`config.mk`:
```
export PLATFORM = sky130hd
export DESIGN_NAME = mux_arb_nto1
export DESIGN_NICKNAME = d
export VERILOG_FILES = /design/src/rtl/mux_pkg.sv /design/src/rtl/rr_arbiter_nto1.sv /design/src/rtl/mux_arb_nto1.sv
export SDC_FILE = /design/constraint.sdc
export NUM_CORES = 1
export LEC_CHECK = 0
export BUFFER_PORTS_ARGS = -buffer_cell sky130_fd_sc_hd__buf_2
export CELL_PAD_IN_SITES_DETAIL_PLACEMENT = 1
export CELL_PAD_IN_SITES_GLOBAL_PLACEMENT = 2
export CORE_ASPECT_RATIO = 1.4
export CORE_UTILIZATION = 29
export CTS_CLUSTER_DIAMETER = 30
export DETAILED_ROUTE_END_ITERATION = 7
export MAX_ROUTING_LAYER = met4
export PLACE_DENSITY_LB_ADDON = 0.1
export RECOVER_POWER = 100
export REMOVE_ABC_BUFFERS = 1
export SKIP_CTS_REPAIR_TIMING = 1
export SLEW_MARGIN = 20
export SYNTH_ARGS = -nofsm -noshare
export SYNTH_HDL_FRONTEND = slang
export SYNTH_SLANG_ARGS = --single-unit
```
`constraint.sdc`:
```
create_clock -name clk -period 5.5 [get_ports clk]
set_input_delay 0.55 -clock clk [delete_from_list [all_inputs] [get_ports clk]]
set_output_delay 0.55 -clock clk [all_outputs]
set_load 0.02 [all_outputs]
```
`src/rtl/mux_pkg.sv`:
```
// ---------------------------------------------------------------------------
// mux_pkg : shared modes, FSM encodings and index-width helper  (rev 1.0)
// ---------------------------------------------------------------------------
`default_nettype none

package mux_pkg;

   localparam int MODE_FIXED = 0;
   localparam int MODE_RR    = 1;

   localparam logic [0:0] ST_EMPTY = 1'b0;
   localparam logic [0:0] ST_FULL  = 1'b1;

   // Index width that never collapses to zero bits for small N.
   function automatic int clog2w(input int n);
      return (n <= 2) ? 1 : $clog2(n);
   endfunction

endpackage

`default_nettype wire

```
`src/rtl/rr_arbiter_nto1.sv`:
```
// ---------------------------------------------------------------------------
// rr_arbiter_nto1 : fixed-priority / round-robin one-hot grant  (rev 1.0)
// ---------------------------------------------------------------------------
`default_nettype none

module rr_arbiter_nto1 import mux_pkg::*; #(
   parameter int N  = 8,
   parameter int IW = clog2w(N)
) (
   input  logic [N-1:0]  req,
   input  logic [IW-1:0] ptr,
   input  logic          mode,
   output logic [N-1:0]  gnt,
   output logic [IW-1:0] idx
);

   logic          found;
   logic [IW-1:0] cand;

   // Search starts at ptr in round-robin, at channel 0 in fixed priority.
   always_comb begin
      gnt   = '0;
      idx   = '0;
      found = 1'b0;
      cand  = '0;
      for (int i = 0; i < N; i++) begin
         cand = mode ? IW'((int'(ptr) + i) % N) : IW'(i);
         if (!found && req[cand]) begin
            found     = 1'b1;
            gnt[cand] = 1'b1;
            idx       = cand;
         end
      end
   end

endmodule

`default_nettype wire

```
`src/rtl/mux_arb_nto1.sv`:
```
// ---------------------------------------------------------------------------
// mux_arb_nto1 : N-to-1 arbitrated mux with a single registered output slot
// rev 1.0
// ---------------------------------------------------------------------------
`default_nettype none

module mux_arb_nto1 import mux_pkg::*; #(
   parameter int N    = 8,
   parameter int W    = 8,
   parameter int MODE = MODE_RR
) (
   input  logic                  clk,
   input  logic                  rst_n,
   input  logic [N-1:0]          in_valid,
   input  logic [N*W-1:0]        in_data,
   output logic [N-1:0]          in_ready,
   output logic                  out_valid,
   output logic [W-1:0]          out_data,
   input  logic                  out_ready,
   output logic [clog2w(N)-1:0]  grant_idx,
   output logic                  busy
);

   localparam int IW = clog2w(N);

   logic [0:0]    state_q, state_d;
   logic [IW-1:0] ptr_q, ptr_d;
   logic [IW-1:0] idx_q, idx_d;
   logic [W-1:0]  data_q, data_d;
   logic [N-1:0]  win_gnt;
   logic [IW-1:0] win_idx;
   logic [W-1:0]  ch_data [N];
   logic          slot_free;
   logic          accept;

   for (genvar k = 0; k < N; k++) begin : g_unpack
      assign ch_data[k] = in_data[k*W +: W];
   end

   rr_arbiter_nto1 #(
      .N  (N),
      .IW (IW)
   ) u_arb (
      .req  (in_valid),
      .ptr  (ptr_q),
      .mode (MODE == MODE_RR),
      .gnt  (win_gnt),
      .idx  (win_idx)
   );

   // rst_n gates acceptance so no grant escapes while reset is held.
   assign slot_free = (state_q == ST_EMPTY) || out_ready;
   assign accept    = rst_n && slot_free && (|in_valid);

   always_ff @(posedge clk or negedge rst_n) begin
      if (!rst_n) begin
         state_q <= ST_EMPTY;
         ptr_q   <= '0;
         idx_q   <= '0;
         data_q  <= '0;
      end else begin
         state_q <= state_d;
         ptr_q   <= ptr_d;
         idx_q   <= idx_d;
         data_q  <= data_d;
      end
   end

   always_comb begin
      state_d = state_q;
      ptr_d   = ptr_q;
      idx_d   = idx_q;
      data_d  = data_q;
      if (accept) begin
         state_d = ST_FULL;
         idx_d   = win_idx;
         data_d  = ch_data[win_idx];
         if (MODE == MODE_RR) begin
            ptr_d = (win_idx == IW'(N-1)) ? '0 : win_idx + 1'b1;
         end
      end else if ((state_q == ST_FULL) && out_ready) begin
         state_d = ST_EMPTY;
      end
   end

   always_comb begin
      in_ready  = accept ? win_gnt : '0;
      out_valid = (state_q == ST_FULL);
      out_data  = data_q;
      grant_idx = idx_q;
      busy      = (|in_valid) || (state_q == ST_FULL);
   end

endmodule

`default_nettype wire

```
==> impl_metrics.xml, run 1 <==
<?xml version="1.0" encoding="UTF-8"?>
<metrics>
  <group name="status">
    <metric name="outcome" unit="">complete, no violations</metric>
  </group>
  <group name="synth">
    <metric name="synth-seq-area-share" unit="%">14.7</metric>
    <metric name="async_flop_share" unit="%">100</metric>
    <metric name="synthCells" unit="">294</metric>
    <metric name="ys_ff_latch" unit="">15</metric>
    <metric name="largest_family_of_logic_cells_by_synthesized_area" unit="">compound AO/OA/AOI/OAI gates</metric>
    <metric name="synth_largest_type_area_fraction" unit="%">14.7</metric>
    <metric name="synth_edf_count" unit="">0</metric>
    <metric name="synth.area.top_cells" unit="">sky130_fd_sc_hd__dfrtp_1 (15%), sky130_fd_sc_hd__mux4_2 (8.8%), sky130_fd_sc_hd__a311oi_1 (5.5%), sky130_fd_sc_hd__mux2i_1 (5.1%), sky130_fd_sc_hd__o21a_1 (5.0%)</metric>
    <metric name="synth_simple_gate_area_share" unit="%">15.6</metric>
    <metric name="synth_fa_ha_area_share" unit="%">3.91</metric>
    <metric name="yosys.cell_count.top_type" unit="">sky130_fd_sc_hd__nand2_1</metric>
    <metric name="synth_compound_gate_area_share" unit="%">35.7</metric>
    <metric name="synthTopCellsByCount" unit="">sky130_fd_sc_hd__nand2_1 (33), sky130_fd_sc_hd__o21ai_0 (21), sky130_fd_sc_hd__o21a_1 (17), sky130_fd_sc_hd__a311oi_1 (16), sky130_fd_sc_hd__dfrtp_1 (15)</metric>
    <metric name="ys_types" unit="">60</metric>
    <metric name="synth-xor-area-share" unit="%">1.32</metric>
    <metric name="post_synthesis_average_cell_area" unit="um^2">8.71</metric>
    <metric name="synthDominantAreaCellType" unit="">sky130_fd_sc_hd__dfrtp_1</metric>
    <metric name="postSynth.topFlopCell" unit="">sky130_fd_sc_hd__dfrtp_1</metric>
    <metric name="synthMuxAreaShare" unit="%">20.9</metric>
    <metric name="count_of_synthesis_stage_warnings_from_yosys" unit="">0</metric>
    <metric name="cell_area_after_synthesis" unit="um^2">2560</metric>
  </group>
  <group name="placement">
    <metric name="count_of_input_and_output_buffers" unit="">95</metric>
    <metric name="routabilityCongestion" unit="">0.924</metric>
    <metric name="dp_slack" unit="ns">1.06</metric>
    <metric name="hpwl_after_detailed_placement" unit="um">7090</metric>
  </group>
  <group name="clock_tree">
    <metric name="clkTransAtPathRegs" unit="ns">0.05</metric>
    <metric name="cts-root-buf" unit="">sky130_fd_sc_hd__clkbuf_16</metric>
    <metric name="cts_max_path_buffers" unit="">2</metric>
    <metric name="cts.htree.levels" unit="">1</metric>
    <metric name="clock_tree_from_tritoncts" unit="">done</metric>
    <metric name="clkLatencyLatePin" unit="ns">0.24</metric>
    <metric name="cts.sink_count" unit="">15</metric>
    <metric name="cts-buffers-inserted" unit="">3</metric>
  </group>
  <group name="floorplanning">
    <metric name="fp.dieArea" unit="um^2">9210</metric>
    <metric name="ios" unit="">96</metric>
    <metric name="core_area" unit="um^2">8560</metric>
    <metric name="initial_core_util" unit="%">29.9</metric>
    <metric name="die_w" unit="um">81.4</metric>
    <metric name="placement_rows" unit="">40</metric>
    <metric name="dieHeight" unit="um">113</metric>
  </group>
  <group name="global_routing">
    <metric name="grt.total_usage" unit="%">20.6</metric>
    <metric name="grt_pass1_wl" unit="um">14300</metric>
    <metric name="via_count_of_the_first_global_routing_pass" unit="">2855</metric>
    <metric name="grt_start_max_net_pins" unit="">34</metric>
    <metric name="antenna_violations_before_repair" unit="">0</metric>
    <metric name="grt_overflow" unit="">0</metric>
  </group>
  <group name="critical_path">
    <metric name="critical_path.reg2reg.endpoint" unit="">out_data[0]</metric>
    <metric name="reg2regPathDepth" unit="">11</metric>
    <metric name="critical_path.startpoint_type" unit="">flip-flop</metric>
    <metric name="path_class" unit="">reg2reg</metric>
    <metric name="worstSetupEndpointType" unit="">flip-flop</metric>
    <metric name="r2r-start" unit="">ptr_q[1]</metric>
    <metric name="timing.critical_path.required" unit="ns">5.63</metric>
    <metric name="r2r_slack" unit="ns">0.77</metric>
    <metric name="worstPathMaxFanout" unit="">33</metric>
    <metric name="worstPathArrival" unit="ns">4.86</metric>
  </group>
  <group name="drt">
    <metric name="initialDrtViolationCount" unit="">142</metric>
    <metric name="num_vias" unit="">2751</metric>
    <metric name="detail_route.wl_per_cell" unit="um">18.9</metric>
    <metric name="remaining_drc_errors" unit="">0</metric>
    <metric name="final_antenna_net_count" unit="">0</metric>
    <metric name="drt-pass1-iter-count" unit="">4</metric>
    <metric name="drt-total-wl" unit="um">9020</metric>
    <metric name="via_per_inst" unit="">5.76</metric>
  </group>
  <group name="run">
    <metric name="max_cap_viol_count" unit="">0</metric>
  </group>
  <group name="sta">
    <metric name="post-route-period-util" unit="%">86.0</metric>
    <metric name="achievable-frequency" unit="MHz">211</metric>
    <metric name="timing_hold_violations_final" unit="">0</metric>
    <metric name="timing.final.crit_period" unit="ns">4.73</metric>
    <metric name="final-setup-viol-count" unit="">0</metric>
    <metric name="max-slew-margin-rel" unit="%">36.8</metric>
    <metric name="timing_worst_slew_pin_value" unit="ns">0.948</metric>
    <metric name="drv_slew" unit="">0</metric>
    <metric name="finClkSkew" unit="ns">0.00585</metric>
    <metric name="grt_setup_unrepaired" unit="">false</metric>
    <metric name="worst_slack" unit="ns">0.769</metric>
  </group>
  <group name="final_layout">
    <metric name="finalNetCount" unit="">457</metric>
    <metric name="fillCellCount" unit="">1068</metric>
    <metric name="core_occupancy_in_the_finished_layout" unit="%">36.0</metric>
    <metric name="antenna_diode_count" unit="">0</metric>
    <metric name="proportion_of_layout_cells_with_a_drive_suffix_above_1" unit="%">32.7</metric>
    <metric name="area_delta_synth_final" unit="%">20.4</metric>
  </group>
  <group name="min_path">
    <metric name="holdCritPathClass" unit="">in2async</metric>
  </group>
</metrics>
==> stage by stage <==
| step | instances | hold slack [ns] | instance area [um^2] | TNS [ns] |
|---|---|---|---|---|
| floorplan | 268 | 0.254 | 2380 | -12.18 |
| global placement | 474 | 0.468 | 3040 | 0 |
| detailed placement | 474 | 0.471 | 3040 | 0 |
| CTS | 478 | 0.241 | 3120 | 0 |
| global route | 478 | 0.503 | 3080 | 0 |
| finish | 478 | 0.426 | 3080 | 0 |
==> sequential cells by signal, indices dropped and copies added, names as in the netlist <==
name,cells
ptr_q,3
out_data,8
out_valid,1
grant_idx,3
==> worst max-delay path, stage by stage, from the launching register on <==
cell                        delay, ns
sky130_fd_sc_hd__dfrtp_1         0.73
sky130_fd_sc_hd__inv_1           0.24
sky130_fd_sc_hd__ha_1            0.70
sky130_fd_sc_hd__inv_1           0.24
sky130_fd_sc_hd__mux4_2          0.36
sky130_fd_sc_hd__nand2_4         0.11
sky130_fd_sc_hd__nor3_2          0.46
sky130_fd_sc_hd__a2111oi_0       0.14
sky130_fd_sc_hd__a222oi_1        0.41
sky130_fd_sc_hd__clkbuf_2        0.68
sky130_fd_sc_hd__a311oi_1        0.21
sky130_fd_sc_hd__a211o_1         0.31
==> worst max-delay path by stage <==
stage / startpoint / end / slack (ns) / cells after the start
final: ptr_q[1] / out_data[0] / 0.77 / 11
after global routing: ptr_q[1] / out_data[3] / 0.30 / 12
after CTS: ptr_q[1] / in_ready[3] / 0.83 / 11
after detailed placement: ptr_q[1] / out_data[6] / 1.06 / 12
after global placement: ptr_q[1] / in_ready[3] / 1.20 / 11
after floorplan: ptr_q[0] / ptr_q[2] / -1.29 / 11
==> layout make-up <==
| cell class | count | area, um^2 | area share, % |
|---|---|---|---|
| Multi-Input combinational cell | 246 | 1980 | 64.2 |
| Timing Repair Buffer | 101 | 490 | 15.9 |
| Sequential cell | 15 | 375 | 12.2 |
| Tap cell | 105 | 131 | 4.26 |
| Clock buffer | 4 | 78.8 | 2.56 |
| Inverter | 7 | 26.3 | 0.852 |
==> per-layer routing <==
layer  GRT usage, %  vias to the layer above  wire length [um]
met2           37.1                       83              4870
met4           8.21                        0               299
met5              -                        -                 0
li1               -                     1320                 -
met1           22.7                     1325              3560
met3           1.85                       23               289
==> cell usage in the layout (no fill, tap or decap), types with 6 or more instances in the layout <==
cell type / count
sky130_fd_sc_hd__mux4_2: 10
sky130_fd_sc_hd__o21ai_0: 21
sky130_fd_sc_hd__ha_1: 8
sky130_fd_sc_hd__a211oi_1: 11
sky130_fd_sc_hd__inv_1: 6
sky130_fd_sc_hd__mux2i_1: 13
sky130_fd_sc_hd__a21oi_1: 14
sky130_fd_sc_hd__clkbuf_1: 23
sky130_fd_sc_hd__dfrtp_1: 15
sky130_fd_sc_hd__nor2_1: 12
sky130_fd_sc_hd__a311oi_1: 16
sky130_fd_sc_hd__a211oi_2: 8
sky130_fd_sc_hd__mux2_2: 7
sky130_fd_sc_hd__a211o_1: 9
sky130_fd_sc_hd__buf_2: 73
sky130_fd_sc_hd__nand2_1: 33
sky130_fd_sc_hd__o21a_1: 17
==> kinds of logic after synthesis <==
family | after synthesis
XOR/XNOR | 3
AND/OR/NAND/NOR | 77
adder cells (fa/ha/maj) | 8
flip-flops | 15
AO/OA/AOI/OAI | 122
buffers and inverters | 33
multiplexers | 36
Power of run 1 is not shown: default switching activity piles up to over one toggle a cycle in this logic, so the estimate is an artifact.
==> run 2: changes to the inputs <==
--- a/config.mk
+++ b/config.mk
@@ -13,7 +13,7 @@
 export CTS_CLUSTER_DIAMETER = 30
 export DETAILED_ROUTE_END_ITERATION = 7
 export MAX_ROUTING_LAYER = met4
-export PLACE_DENSITY_LB_ADDON = 0.1
+export PLACE_DENSITY = 0.89
 export RECOVER_POWER = 100
 export REMOVE_ABC_BUFFERS = 1
 export SKIP_CTS_REPAIR_TIMING = 1
==> run 2 against run 1 <==
Fmax is 2.1% higher; setup slack better by 0.099 ns; via count is 2.9% higher; critical endpoint is now out_data[4]; die area stayed put; cell count is 0.21% higher; critical path depth is 1 higher; utilization hardly changed; sequential cell count stayed put; largest cell class unchanged; cell area hardly changed.
==> impl_metrics.xml, run 2 (synthesis results as in run 1) <==
<?xml version="1.0" encoding="UTF-8"?>
<metrics>
  <group name="placement">
    <metric name="hpwl_after_detailed_placement" unit="um">6920</metric>
    <metric name="routabilityCongestion" unit="">0.902</metric>
    <metric name="number_of_placed_instances_with_taps_included" unit="">475</metric>
    <metric name="count_of_input_and_output_buffers" unit="">95</metric>
    <metric name="dp_slack" unit="ns">1.26</metric>
  </group>
  <group name="global_routing">
    <metric name="via_count_of_the_first_global_routing_pass" unit="">2789</metric>
    <metric name="grt_pass1_wl" unit="um">14200</metric>
    <metric name="grt.total_usage" unit="%">20.3</metric>
    <metric name="grt_start_max_net_pins" unit="">34</metric>
    <metric name="grt_overflow" unit="">0</metric>
    <metric name="top_usage_layer" unit="">met2</metric>
    <metric name="grt_use_met1" unit="%">24.0</metric>
    <metric name="grtUsageMet2" unit="%">35.3</metric>
    <metric name="global_route.usage.met3" unit="%">1.45</metric>
    <metric name="antenna_violations_before_repair" unit="">0</metric>
  </group>
  <group name="clock_tree">
    <metric name="clkTransAtPathRegs" unit="ns">0.05</metric>
    <metric name="cts_max_path_buffers" unit="">2</metric>
    <metric name="cts-buffers-inserted" unit="">3</metric>
    <metric name="cts.sink_count" unit="">15</metric>
    <metric name="cts-root-buf" unit="">sky130_fd_sc_hd__clkbuf_16</metric>
    <metric name="clock_tree_from_tritoncts" unit="">done</metric>
    <metric name="clkLatencyLatePin" unit="ns">0.25</metric>
    <metric name="cts.htree.levels" unit="">1</metric>
  </group>
  <group name="critical_path">
    <metric name="setup.worst_path.start" unit="">ptr_q[0]</metric>
    <metric name="slowest_cell_on_the_critical_path" unit="">sky130_fd_sc_hd__ha_1</metric>
    <metric name="r2r-start" unit="">ptr_q[0]</metric>
    <metric name="critical_path.startpoint_type" unit="">flip-flop</metric>
    <metric name="timing.critical_path.required" unit="ns">5.63</metric>
    <metric name="worstPathArrival" unit="ns">4.77</metric>
    <metric name="worstPathMaxFanout" unit="">33</metric>
    <metric name="worstSetupEndpointType" unit="">flip-flop</metric>
    <metric name="timing.critical_path.max_delay_family" unit="">compound AO/OA/AOI/OAI gates</metric>
    <metric name="crit_path_largest_cell_delay" unit="ns">0.71</metric>
    <metric name="cp_bufs_invs" unit="">3</metric>
    <metric name="crit_chain" unit="">clkinv_1, ha_1, inv_1, mux4_2, nand2_1, nor3_1, o31a_2, nor2_4, buf_4, a211oi_1, a311oi_1, a211o_1</metric>
    <metric name="path_class" unit="">reg2reg</metric>
  </group>
  <group name="sta">
    <metric name="final-setup-viol-count" unit="">0</metric>
    <metric name="drv_slew" unit="">0</metric>
    <metric name="achievable-frequency" unit="MHz">216</metric>
    <metric name="grt_setup_unrepaired" unit="">false</metric>
    <metric name="worst_hold_slack" unit="ns">0.416</metric>
    <metric name="post-route-period-util" unit="%">84.2</metric>
    <metric name="timing.final.crit_period" unit="ns">4.63</metric>
    <metric name="max-slew-margin-rel" unit="%">37.9</metric>
    <metric name="worst_slack" unit="ns">0.868</metric>
    <metric name="finClkSkew" unit="ns">0.00419</metric>
    <metric name="timing_hold_violations_final" unit="">0</metric>
    <metric name="timing_worst_slew_pin_value" unit="ns">0.931</metric>
  </group>
  <group name="drt">
    <metric name="via_per_inst" unit="">5.91</metric>
    <metric name="drt-pass1-iter-count" unit="">4</metric>
    <metric name="final_antenna_net_count" unit="">0</metric>
    <metric name="drt-total-wl" unit="um">9020</metric>
    <metric name="num_vias" unit="">2831</metric>
    <metric name="detail_route.wl_per_cell" unit="um">18.8</metric>
    <metric name="remaining_drc_errors" unit="">0</metric>
    <metric name="initialDrtViolationCount" unit="">103</metric>
  </group>
  <group name="final_layout">
    <metric name="area_delta_synth_final" unit="%">20.5</metric>
    <metric name="largest_register_ffs" unit="">8</metric>
    <metric name="layout_commonest_cell" unit="">sky130_fd_sc_hd__buf_2</metric>
    <metric name="post_layout_nonfiller_instances" unit="">479</metric>
    <metric name="mostFrequentLayoutCells" unit="">sky130_fd_sc_hd__buf_2 (73), sky130_fd_sc_hd__nand2_1 (34), sky130_fd_sc_hd__clkbuf_1 (22)</metric>
    <metric name="proportion_of_layout_cells_with_a_drive_suffix_above_1" unit="%">32.9</metric>
    <metric name="antenna_diode_count" unit="">0</metric>
    <metric name="finalNetCount" unit="">458</metric>
  </group>
  <group name="floorplanning">
    <metric name="core_area" unit="um^2">8560</metric>
    <metric name="die_w" unit="um">81.4</metric>
    <metric name="fp.dieArea" unit="um^2">9210</metric>
    <metric name="placement_rows" unit="">40</metric>
    <metric name="ios" unit="">96</metric>
    <metric name="initial_core_util" unit="%">29.9</metric>
    <metric name="dieHeight" unit="um">113</metric>
  </group>
  <group name="status">
    <metric name="outcome" unit="">complete, no violations</metric>
  </group>
  <group name="run">
    <metric name="max_cap_viol_count" unit="">0</metric>
  </group>
  <group name="min_path">
    <metric name="holdCritPathClass" unit="">in2async</metric>
  </group>
</metrics>
-- run 2: cell types whose count changed in the layout (fill, tap and decap cells not counted), sizes merged --
cell	before	now
buf	78	80
clkbuf	27	25
clkinv	1	2
-- run 2: final timing paths --
path / end / slack [ns] / depth (start not counted)
worst min register to register: grant_idx[2] / 0.48 / 2
worst min-delay path: out_data[1] / 0.42 / 1
min in group clk: grant_idx[2] / 0.48 / 2
worst max-delay path: out_data[4] / 0.87 / 12
worst max register to register: out_data[4] / 0.87 / 12
max in group asynchronous: out_valid / 4.51 / 1
-- run 2: metal layers --
layer / up-vias / wire length, um
met4: 0 / 266
met5: - / 0
met2: 77 / 4940
li1: 1322 / -
met3: 20 / 259
met1: 1412 / 3560
-- run 2: worst register-to-register path: cells and delay by family (launching register included) --
family	cells	cell delay [ns]
AO/OA/AOI/OAI	4	1.31
adder cells (fa/ha/maj)	1	0.71
buffers and inverters	3	0.69
flip-flops	1	0.35
multiplexers	1	0.33
AND/OR/NAND/NOR	3	1.13
-- run 2: final cells by class --
| class | count | area [um^2] |
|---|---|---|
| clock buffer | 3 | 75.1 |
| clock inverter | 1 | 5.00 |
| fill | 1078 | 5470 |
| inverter | 7 | 26.3 |
| multi-input combinational | 246 | 1970 |
| sequential | 15 | 375 |
| tap | 105 | 131 |
| timing repair buffer | 102 | 500 |
-- run 2: per-stage QoR --
stage	area (um^2)	TNS [ns]	util, %
2_1_floorplan	2380	-12.18	-
3_3_place_gp	3040	0	35.6
3_5_place_dp	3040	0	35.6
4_1_cts	3120	0	36.5
5_1_grt	3080	0	36.0
6_report	3080	0	36.0
Power of run 2 is left out for the same reason.
